`src/rtl/life_board_ctrl.sv`:
```
// Seed loader and run sequencer for the 4x4 life array: writes a 16-cell
// pattern one cell per clock, runs N generations (or until stop), snapshots the board.
module life_board_ctrl #(
   parameter int GEN_W = 8
) (
   input  logic             clk,
   input  logic             reset,
   input  logic [15:0]      pat_data,
   input  logic             pat_valid,
   output logic             pat_ready,
   input  logic [GEN_W-1:0] gens,
   input  logic             stop,
   output logic [1:0]       row,
   output logic [1:0]       col,
   output logic             val,
   output logic             write_enb,
   output logic             run,
   input  logic [15:0]      alive,
   output logic             busy,
   output logic             done,
   output logic [15:0]      snap
);

   typedef enum logic [2:0] {IDLE, LOAD, SETTLE, RUN, DONE} state_t;

   state_t           state_q, state_d;
   logic [3:0]       idx_q, idx_d;
   logic [15:0]      pat_q, pat_d;
   logic [GEN_W-1:0] gens_q, gens_d;
   logic [GEN_W-1:0] cnt_q, cnt_d;
   logic             pat_ready_q, pat_ready_d;
   logic [1:0]       row_q, row_d, col_q, col_d;
   logic             val_q, val_d;
   logic             we_q, we_d;
   logic             run_q, run_d;
   logic             busy_q, busy_d;
   logic             done_q, done_d;
   logic [15:0]      snap_q, snap_d;
   logic             last_gen;

   // cnt_q counts completed run cycles; compare is only meaningful for a nonzero count
   assign last_gen = (gens_q != '0) && (cnt_q == gens_q - GEN_W'(1));

   always_comb begin
      state_d     = state_q;
      idx_d       = idx_q;
      pat_d       = pat_q;
      gens_d      = gens_q;
      cnt_d       = cnt_q;
      pat_ready_d = 1'b0;
      row_d       = 2'd0;
      col_d       = 2'd0;
      val_d       = 1'b0;
      we_d        = 1'b0;
      run_d       = 1'b0;
      done_d      = 1'b0;
      snap_d      = snap_q;
      case (state_q)
         IDLE: begin
            pat_ready_d = 1'b1;
            if (pat_valid && pat_ready_q) begin
               state_d     = LOAD;
               pat_d       = pat_data;
               gens_d      = gens;
               idx_d       = 4'd0;
               cnt_d       = '0;
               pat_ready_d = 1'b0;
               we_d        = 1'b1;
               val_d       = pat_data[0];
            end
         end
         LOAD: begin
            if (idx_q == 4'd15) begin
               state_d = SETTLE;
            end else begin
               idx_d          = idx_q + 4'd1;
               we_d           = 1'b1;
               {col_d, row_d} = idx_d;
               val_d          = pat_q[idx_d];
            end
         end
         SETTLE: begin
            state_d = RUN;
            run_d   = 1'b1;
            cnt_d   = '0;
         end
         RUN: begin
            // a stop that lands on the final counted cycle takes the same exit
            if (last_gen || stop) begin
               state_d = DONE;
            end else begin
               run_d = 1'b1;
               if (gens_q != '0) cnt_d = cnt_q + GEN_W'(1);
            end
         end
         DONE: begin
            state_d     = IDLE;
            pat_ready_d = 1'b1;
            snap_d      = alive;
            done_d      = 1'b1;
            idx_d       = 4'd0;
            cnt_d       = '0;
         end
         default: begin
            state_d     = IDLE;
            pat_ready_d = 1'b1;
         end
      endcase
      busy_d = (state_d != IDLE);
   end

   always_ff @(posedge clk) begin
      if (!reset) begin
         state_q     <= IDLE;
         idx_q       <= 4'd0;
         pat_q       <= 16'd0;
         gens_q      <= '0;
         cnt_q       <= '0;
         pat_ready_q <= 1'b1;
         row_q       <= 2'd0;
         col_q       <= 2'd0;
         val_q       <= 1'b0;
         we_q        <= 1'b0;
         run_q       <= 1'b0;
         busy_q      <= 1'b0;
         done_q      <= 1'b0;
         snap_q      <= 16'd0;
      end else begin
         state_q     <= state_d;
         idx_q       <= idx_d;
         pat_q       <= pat_d;
         gens_q      <= gens_d;
         cnt_q       <= cnt_d;
         pat_ready_q <= pat_ready_d;
         row_q       <= row_d;
         col_q       <= col_d;
         val_q       <= val_d;
         we_q        <= we_d;
         run_q       <= run_d;
         busy_q      <= busy_d;
         done_q      <= done_d;
         snap_q      <= snap_d;
      end
   end

   assign pat_ready = pat_ready_q;
   assign row       = row_q;
   assign col       = col_q;
   assign val       = val_q;
   assign write_enb = we_q;
   assign run       = run_q;
   assign busy      = busy_q;
   assign done      = done_q;
   assign snap      = snap_q;

endmodule

```
`config.mk`:
```
export PLATFORM = sky130hd
export DESIGN_NAME = life_board_ctrl
export DESIGN_NICKNAME = d
export VERILOG_FILES = /design/src/rtl/life_board_ctrl.sv
export SDC_FILE = /design/constraint.sdc
export NUM_CORES = 1
export LEC_CHECK = 0
export CORE_MARGIN = 5
export CORE_UTILIZATION = 49
export CTS_CLUSTER_DIAMETER = 40
export DETAILED_ROUTE_END_ITERATION = 7
export GPL_TIMING_DRIVEN = 0
export PLACE_DENSITY = 0.91
export SYNTH_ARGS = -nofsm -noshare
export SYNTH_HDL_FRONTEND = slang
export SYNTH_SLANG_ARGS = --single-unit
```
`constraint.sdc`:
```
create_clock -name clk -period 3 [get_ports clk]
set_clock_uncertainty 0.1 [all_clocks]
set_input_delay 0.3 -clock clk [delete_from_list [all_inputs] [get_ports clk]]
set_output_delay 0.3 -clock clk [all_outputs]
set_load 0.05 [all_outputs]
```
Word level (Yosys, flattened, before mapping)
Index checks and enable logic that the tools add are counted.
W data, S select, Z words.
{"block": "word_totals", "reg_bits": 65, "latch_bits": 0, "mem_bits_rw": 0, "romBits": 0, "in_bits": 44, "output_inout_bits": 26, "word_cells": 68, "memories": 0}
{"block": "op_classes", "addsub": 3, "mul": 0, "div": 0, "n_lt_le_gt_ge": 1, "n_eq_ne": 10, "shift": 0, "mux": 24, "bitwise": 2, "n_reduce_logical": 14}
{"op": "$mux W8", "n": 3}
{"op": "$pmux W8 S3", "n": 1}
{"op": "$pmux W3 S4", "n": 1}
{"op": "$pmux W4 S3", "n": 1}
{"op": "$mux W3", "n": 3}
{"op": "$reduce_bool A3 Y1", "n": 3}
{"op": "$add A8 B1 Y8 const B", "n": 1}
{"op": "$eq A8 B8 Y1", "n": 1}
{"op": "$mux W1", "n": 8}
{"op": "$mux W4", "n": 2}
{"op": "$ne A2 B2 Y1 const B", "n": 4}
{"op": "$pmux W1 S2", "n": 4}
{"op": "$reduce_bool A8 Y1", "n": 1}
{"op": "$sub A8 B1 Y8 const B", "n": 1}
{"op": "$eq A3 B2 Y1 const B", "n": 2}
{"op": "$reduce_or A3 Y1", "n": 2}
{"op": "$lt A4 B5 Y1 const B", "n": 1}
{"op": "$add A4 B1 Y4 const B", "n": 1}
{"op": "$bmux W1 S4", "n": 1}
{"op": "$eq A4 B4 Y1 const B", "n": 1}
{"op": "$reduce_and A4 Y1", "n": 1}
{"op": "$eq A3 B1 Y1 const B", "n": 1}
{"op": "$eq A3 B3 Y1 const B", "n": 1}
{"op": "$logic_not A3 Y1", "n": 1}
{"op": "other kinds (6)", "n": 8}

Depth between registers and ports, before layout
Gate-level depths: netlist of the first run.
{"block": "depth", "depth_word": 7, "depth_mapped": 9, "mapped_depth_nobuf": 8}

Least setup slack after synthesis of the first run
Ideal clock, no wire load.
{"block": "synth_path", "path_kind": "reg-to-reg", "startpoint": "reg gens_q[0]", "endpoint": "reg cnt_q[5]", "setup_time_ns": 0.070, "t_arrival_ns": 2.181, "setup_slack_ns": 0.649, "stages_incl_launch_ff": 9, "n_path_buf": 0, "synth_period_minus_slack_ns": 2.351, "path_cell_list": "dfxtp_1 inv_1 ha_1 or3b_4 and2_2 o32ai_1 nor4_2 or4_1 a21oi_1"}
{"block": "synth_via", "elab_chain_cells": 6, "word_cells_on_any_way": 8}
{"element": "from (decl)", "line_no": "29", "source": "logic [GEN_W-1:0] gens_q, gens_d;"}
{"element": "from (signal assigned)", "line_no": "132", "source": "gens_q <= gens_d;"}
{"element": "$sub A8 B1 Y8", "line_no": "42", "source": "assign last_gen = (gens_q != '0) && (cnt_q == gens_q - GEN_W'(1));"}
{"element": "$eq A8 B8 Y1", "line_no": "42"}
{"element": "$logic_and A1 B1 Y1", "line_no": "42"}
{"element": "$logic_or A1 B1 Y1", "line_no": "89", "source": "if (last_gen || stop) begin"}
{"element": "$ne A2 B2 Y1 (no line)"}
{"element": "$reduce_and A4 Y1 (no line) (*)"}
{"element": "to (signal assigned)", "line_no": "133", "source": "cnt_q <= cnt_d;"}
{"element": "to (decl)", "line_no": "30", "source": "logic [GEN_W-1:0] cnt_q, cnt_d;"}
Every way passes the cells marked *; elsewhere a longest branch is shown, timed or not.
A chain may end at the register's enable or synchronous reset.

Worst setup path after layout of the first run
{"block": "layout_path", "startpoint": "reg gens_q[0]", "endpoint": "reg run_q (netlist: run)"}
{"block": "layout_via", "elab_chain_cells": 6, "word_cells_on_any_way": 7}
{"element": "$sub A8 B1 Y8", "line_no": "42"}
{"element": "$eq A8 B8 Y1", "line_no": "42"}
{"element": "$logic_and A1 B1 Y1 (*)", "line_no": "42"}
{"element": "$logic_or A1 B1 Y1 (*)", "line_no": "89"}
{"element": "$mux W1 (*)", "line_no": "89"}
{"element": "$pmux W1 S2 (*)", "line_no": "58", "source": "case (state_q)"}
{"element": "to (signal assigned)", "line_no": "139", "source": "run_q <= run_d;"}
{"element": "to (decl)", "line_no": "35", "source": "logic run_q, run_d;"}
Marked as above.

==> out/qor.csv, run 1 <==
metric;value;unit
post-synthesis sequential area ratio;44.3;%
run status;completed;
Setup CP Type;reg2reg;
Antenna diodes;0;
initial antenna violation count;0;
nets@finish;468;
reg2reg end;run$_SDFF_PN0_;
worst setup path startpoint;gens_q[0]$_SDFFE_PN0P_;
final non-filler cell total;500;
num rows;28;
crit path time final;2.70;ns
setup ws final;0.305;ns
Critical Path RT;3.11;ns
Hold Crit Class;reg2reg;
RSZ-0062 raised after global routing;no;
Synth Cell Area;2930;µm²
DR vias/cell;5.16;
final hold viol count;0;
H-tree depth;3;
Area growth syn-to-layout;32.8;%
commonest non-fill, non-tap cells in the layout;nand2_1 (97), clkdlybuf4s50_1 (69), dfxtp_1 (65);
DRC Markers;0;
DP Worst Slack;0.364;ns
CP Capture Type;flip-flop;
Post-CTS Setup Bufs;0;
worst-margin pin slew;1.07;ns
Core Region;5890;µm²
port bufs;69;
P per Cell Area;482;nW/µm²
Post-synth EDFFs;0;
1st-iter DRT viols;94;
FF-to-FF Start;gens_q[0]$_SDFFE_PN0P_;
maximum clock insertion buffer count;2;
largest net degree at the start of global routing;11;
TritonCTS buffer count;9;
R2R cell count;9;
# fillers;511;
commonest non-fill, non-tap cell in the layout;nand2_1;
Routed Antenna Nets;0;
Starting Density;49.9;%
Clock Latency Late Sink;0.34;ns
Setup crit end;run$_SDFF_PN0_;
Async S/R FF share, synth;0;%
clock-pin transition on the worst setup and hold timing paths;0.07;ns
Ys Warns;0;
Max-cap violations;0;
Slew Limit Headroom;28.0;%
GRT overflow;0;
fmax;371;MHz
crit start category;flip-flop;
Design Power;1.88;mW
Net Count, Synth;388;
Pre-Repair DR Iteration Count;4;
GRT Util Overall;19.1;%
area of the multi-input gates;1510;µm²
Final Max Tran Viols;0;
share of cells above drive strength 1;7.76;%
Setup violations, final;0;
post-cts gate resize count;0;
vias in the first global route;2580;
Hold-fix buffers, CTS;0;
Max FO, Critical Path;10;
Setup TNS Final;0;ns
Final Hold Slack;0.363;ns
worst reg2reg setup slack;0.30;ns
Register Area;1300;µm²
largest area contributor in the netlist;dfxtp_1;
Syn Inst Count;341;
Die H;87.4;µm
Synth cell types;49;
peak supply drop;0.308;mV
top_reg_cell synth;dfxtp_1;
dpl cells;485;
share of the synthesized area in the top cell type;44.3;%
DR WL/cell;13.7;µm
via count;2580;
CTS tree;yes;
Clock Sink Count;65;
flops & latches, synth;65;
top post-synthesis cells by area;dfxtp_1 (44%), nand2_1 (12%), a21boi_0 (10%);
Final HPWL DP;5130;µm
Die ar.;7640;µm²
die width;87.4;µm
routability congestion estimate;0.866;
clk root buf;clkbuf_8;
drt total wl;6830;µm
LEAKAGE;1.40;nW
Mean Syn Cell Area;8.60;µm²
Worst Path Arrival;2.81;ns
# IOs;70;
first-pass GRT wire length;11400;µm
fin crit share;89.8;%
-- worst max-delay path, stage by stage (launching register included) --
cell and delay, ns:
dfxtp_1 0.35, inv_1 0.07, ha_1 0.17, or3b_4 0.42
nor3b_1 0.21, o32ai_1 0.13, nor4_2 0.65, buf_6 0.23
a211o_1 0.17, o21ai_1 0.07
-- synth_stat cells, types with 4 or more instances --
cell	n
inv_1	5
dfxtp_1	65
and3_1	5
nand2_1	97
xnor2_1	5
mux4_2	5
clkbuf_1	18
nand3_1	8
nor2_1	11
a21boi_0	40
o21ai_0	4
xor2_1	7
nor3_1	4
a21oi_1	10
nor2b_1	5
-- layer usage --
| layer | GRT usage, % | vias to the layer above | wire length [µm] |
|---|---|---|---|
| met5 | 0 | - | 0 |
| met4 | 7.39 | 0 | 164 |
| met3 | 7.47 | 15 | 512 |
| met2 | 33.1 | 73 | 3340 |
| met1 | 20.7 | 1165 | 2810 |
| li1 | - | 1327 | - |
-- layout make-up --
type | instances | area share, %
multi-input combinational | 250 | 38.8
tap | 75 | 2.41
timing repair buffer | 69 | 17.7
buffer | 21 | 2.67
sequential | 65 | 33.4
clock inverter | 4 | 1.16
inverter | 5 | 0.482
clock buffer | 11 | 3.37
-- registers in the layout (all words and copies together), names as in the netlist --
| register | count |
|---|---|
| cnt_q | 8 |
| run | 1 |
| state_q | 3 |
| done | 1 |
| col | 2 |
| pat_q | 16 |
| write_enb | 1 |
| pat_ready | 1 |
| gens_q | 8 |
| idx_q | 4 |
| busy | 1 |
| snap | 16 |
| val | 1 |
| row | 2 |
-- through the flow --
step / cell area, µm² / utilization (%)
after floorplan: 2930 / -
after global placement: 3720 / 63.2
after detailed placement: 3720 / 63.2
after CTS: 3890 / 66.2
after global routing: 3890 / 66.2
final: 3890 / 66.2
-- where the power goes --
group | leakage [nW] | switching (mW) | internal, mW
combinational | 0.776 | 0.142 | 0.136
sequential | 0.528 | 0.0201 | 0.893
clock | 0.0929 | 0.311 | 0.375
total | 1.40 | 0.474 | 1.40
-- cell families (layout without fill, tap and decap cells) --
| group | count (synthesis) | in the layout | share of synthesized area (%) |
|---|---|---|---|
| DFF | 65 | 65 | 44.3 |
| buffers and inverters | 26 | 110 | 4.18 |
| adders and majority gates | 3 | 3 | 1.28 |
| xor gates and xnor gates | 12 | 12 | 3.58 |
| AOI/OAI and AO/OA | 71 | 71 | 17.2 |
| muxes | 6 | 6 | 4.18 |
| and+or+nand+nor | 158 | 158 | 25.2 |
-- how the worst min path moves through the flow --
| stage | slack (ns) | end | from | cells past startpoint |
|---|---|---|---|---|
| after floorplan | 0.32 | state_q[2]$_SDFF_PN0_ | stop | 2 |
| after global routing | 0.38 | snap[13]$_SDFFE_PN0P_ | snap[13]$_SDFFE_PN0P_ | 2 |
| after global placement | 0.35 | pat_q[7]$_SDFFE_PN0P_ | pat_q[7]$_SDFFE_PN0P_ | 2 |
| after CTS | 0.37 | pat_q[4]$_SDFFE_PN0P_ | pat_q[4]$_SDFFE_PN0P_ | 2 |
| final | 0.36 | snap[10]$_SDFFE_PN0P_ | snap[10]$_SDFFE_PN0P_ | 2 |
| after detailed placement | 0.36 | pat_q[4]$_SDFFE_PN0P_ | pat_q[4]$_SDFFE_PN0P_ | 2 |
Note: power is estimated with default switching activity, not from simulation.
==> run 2: changes to the inputs <==
CAP_MARGIN = 20   (was not set)
CORE_MARGIN = 1.5   (was 5)
==> run 2 against run 1 <==
  * Sequential power about the same
  * Power up 2.7%
  * Cell area up 0.48%
  * Wire length down 2.5%
  * Hold slack worse by 0.00067 ns
  * Combinational power about the same
  * Count of clock-buffer cells in the layout up 1
  * Clock power up 7.1%
  * Largest power group unchanged
  * Non-clock buffer count unchanged
  * Largest cell class unchanged
  * Critical path depth unchanged
==> out/qor.csv, run 2 (synthesized netlist as in run 1, its figures left out) <==
metric;value;unit
Design Power;1.93;mW
Core Region;5850;µm²
Post-CTS Setup Bufs;0;
Pre-Repair DR Iteration Count;4;
Worst Path Arrival;2.74;ns
routability congestion estimate;0.847;
FF-to-FF Start;gens_q[0]$_SDFFE_PN0P_;
sw power;478;µW
Hold Crit Class;reg2reg;
CP Capture Type;flip-flop;
worst-margin pin slew;1.01;ns
commonest non-fill, non-tap cells in the layout;nand2_1 (97), clkdlybuf4s50_1 (69), dfxtp_1 (65);
R2R cell count;9;
Hold-fix buffers, CTS;0;
GRT Util Overall;22.8;%
initial antenna violation count;0;
peak per-stage delay on the critical path;0.58;ns
commonest non-fill, non-tap cell in the layout;nand2_1;
Antenna diodes;0;
peak supply drop;0.349;mV
Area growth syn-to-layout;33.4;%
Slowest cell on crit path;nor4_2;
combinational power share;14.5;%
Routed Antenna Nets;0;
Clk network pwr share;38.2;%
first-pass GRT wire length;11200;µm
Setup TNS Final;0;ns
Final HPWL DP;4920;µm
DRC Markers;0;
switching portion of total power;24.8;%
cell-internal power;1.45;mW
largest net degree at the start of global routing;11;
nets@finish;468;
# fillers;467;
Setup violations, final;0;
final hold viol count;0;
P per Cell Area;493;nW/µm²
Setup crit end;run$_SDFF_PN0_;
die width;80.4;µm
1st-iter DRT viols;119;
share of cells above drive strength 1;8.00;%
crit start category;flip-flop;
RSZ-0062 raised after global routing;no;
TritonCTS buffer count;9;
Critical Path RT;3.11;ns
Max FO, Critical Path;10;
Setup CP Type;reg2reg;
post-cts gate resize count;0;
Clock Sink Count;65;
drt total wl;6660;µm
port bufs;69;
DR WL/cell;13.3;µm
crit path time final;2.63;ns
Max-cap violations;0;
worst setup path startpoint;gens_q[0]$_SDFFE_PN0P_;
run status;completed;
# IOs;70;
CTS tree;yes;
LEAKAGE;1.41;nW
vias in the first global route;2536;
Die H;80.4;µm
Starting Density;50.1;%
Clock Latency Late Sink;0.34;ns
Final Max Tran Viols;0;
num rows;28;
fmax;380;MHz
maximum clock insertion buffer count;2;
reg2reg end;run$_SDFF_PN0_;
worst reg2reg setup slack;0.37;ns
fin crit share;87.6;%
DR vias/cell;5.25;
clock-pin transition on the worst setup and hold timing paths;0.07;ns
Die ar.;6460;µm²
clk root buf;clkbuf_8;
H-tree depth;3;
Slew Limit Headroom;32.3;%
Reg power frac;47.4;%
GRT overflow;0;
via count;2627;
CP Cell Sequence;inv_1, ha_1, or3b_4, nor3b_1, o32ai_1, nor4_2, buf_6, a211o_1, o21ai_1;
==> run 2: how the worst min path moves through the flow <==
stage | end | cells after the start | start | slack, ns
3_5_place_dp | snap[1]$_SDFFE_PN0P_ | 2 | snap[1]$_SDFFE_PN0P_ | 0.36
3_3_place_gp | pat_q[1]$_SDFFE_PN0P_ | 2 | pat_q[1]$_SDFFE_PN0P_ | 0.35
2_1_floorplan | state_q[2]$_SDFF_PN0_ | 2 | stop | 0.32
6_report | pat_q[7]$_SDFFE_PN0P_ | 2 | pat_q[7]$_SDFFE_PN0P_ | 0.36
4_1_cts | snap[1]$_SDFFE_PN0P_ | 2 | snap[1]$_SDFFE_PN0P_ | 0.37
5_1_grt | snap[4]$_SDFFE_PN0P_ | 2 | snap[4]$_SDFFE_PN0P_ | 0.39
==> run 2: metrics by stage <==
stage	hold slack (ns)	instances	util (%)	worst slack [ns]	instance area [µm²]
after floorplan	0.317	341	-	0.649	2930
after global placement	0.347	485	63.6	0.463	3720
after detailed placement	0.356	485	63.6	0.391	3720
after CTS	0.366	500	66.9	0.379	3910
after global routing	0.394	500	66.9	0.181	3910
final	0.362	500	66.9	0.371	3910
==> run 2: final cells by class <==
class	instances	area, µm²	area share (%)
multi-input cells	250	1510	38.6
flip-flops and latches	65	1300	33.2
repair buffers	69	691	17.6
clock buffers	12	155	3.96
plain buffers	21	104	2.65
well taps	75	93.8	2.40
clock inverters	3	40.0	1.02
inverters	5	18.8	0.480
==> run 2: power groups by stage <==
| stage | logic (mW) | clock network, mW | registers, mW |
|---|---|---|---|
| CTS | 0.280 | 0.754 | 0.913 |
| finish | 0.279 | 0.736 | 0.913 |
| global route | 0.307 | 0.793 | 0.917 |
| global placement | 0.270 | 0 | 0.930 |
| detailed placement | 0.278 | 0 | 0.933 |
| floorplan | 0.153 | 0 | 0.946 |
==> run 2: worst max-delay path: cells and delay by family, from the launching register on <==
family | cells | cell delay [ns]
flops | 1 | 0.36
buf+inv | 2 | 0.30
fa+ha+maj | 1 | 0.17
compound gates | 3 | 0.36
simple gates | 3 | 1.20
==> run 2: per-layer routing <==
layer	vias to the layer above	GRT usage [%]	routed length (µm)
met3	9	6.70	356
met1	1223	25.8	2780
li1	1325	-	-
met2	70	40.2	3430
met4	0	8.28	98
met5	-	0	0
==> run 3: changes to the inputs <==
SLEW_MARGIN = 15   (was not set)
==> results of run 3 <==
No change in the layout: final DEF, timing and power equal those of run 2.
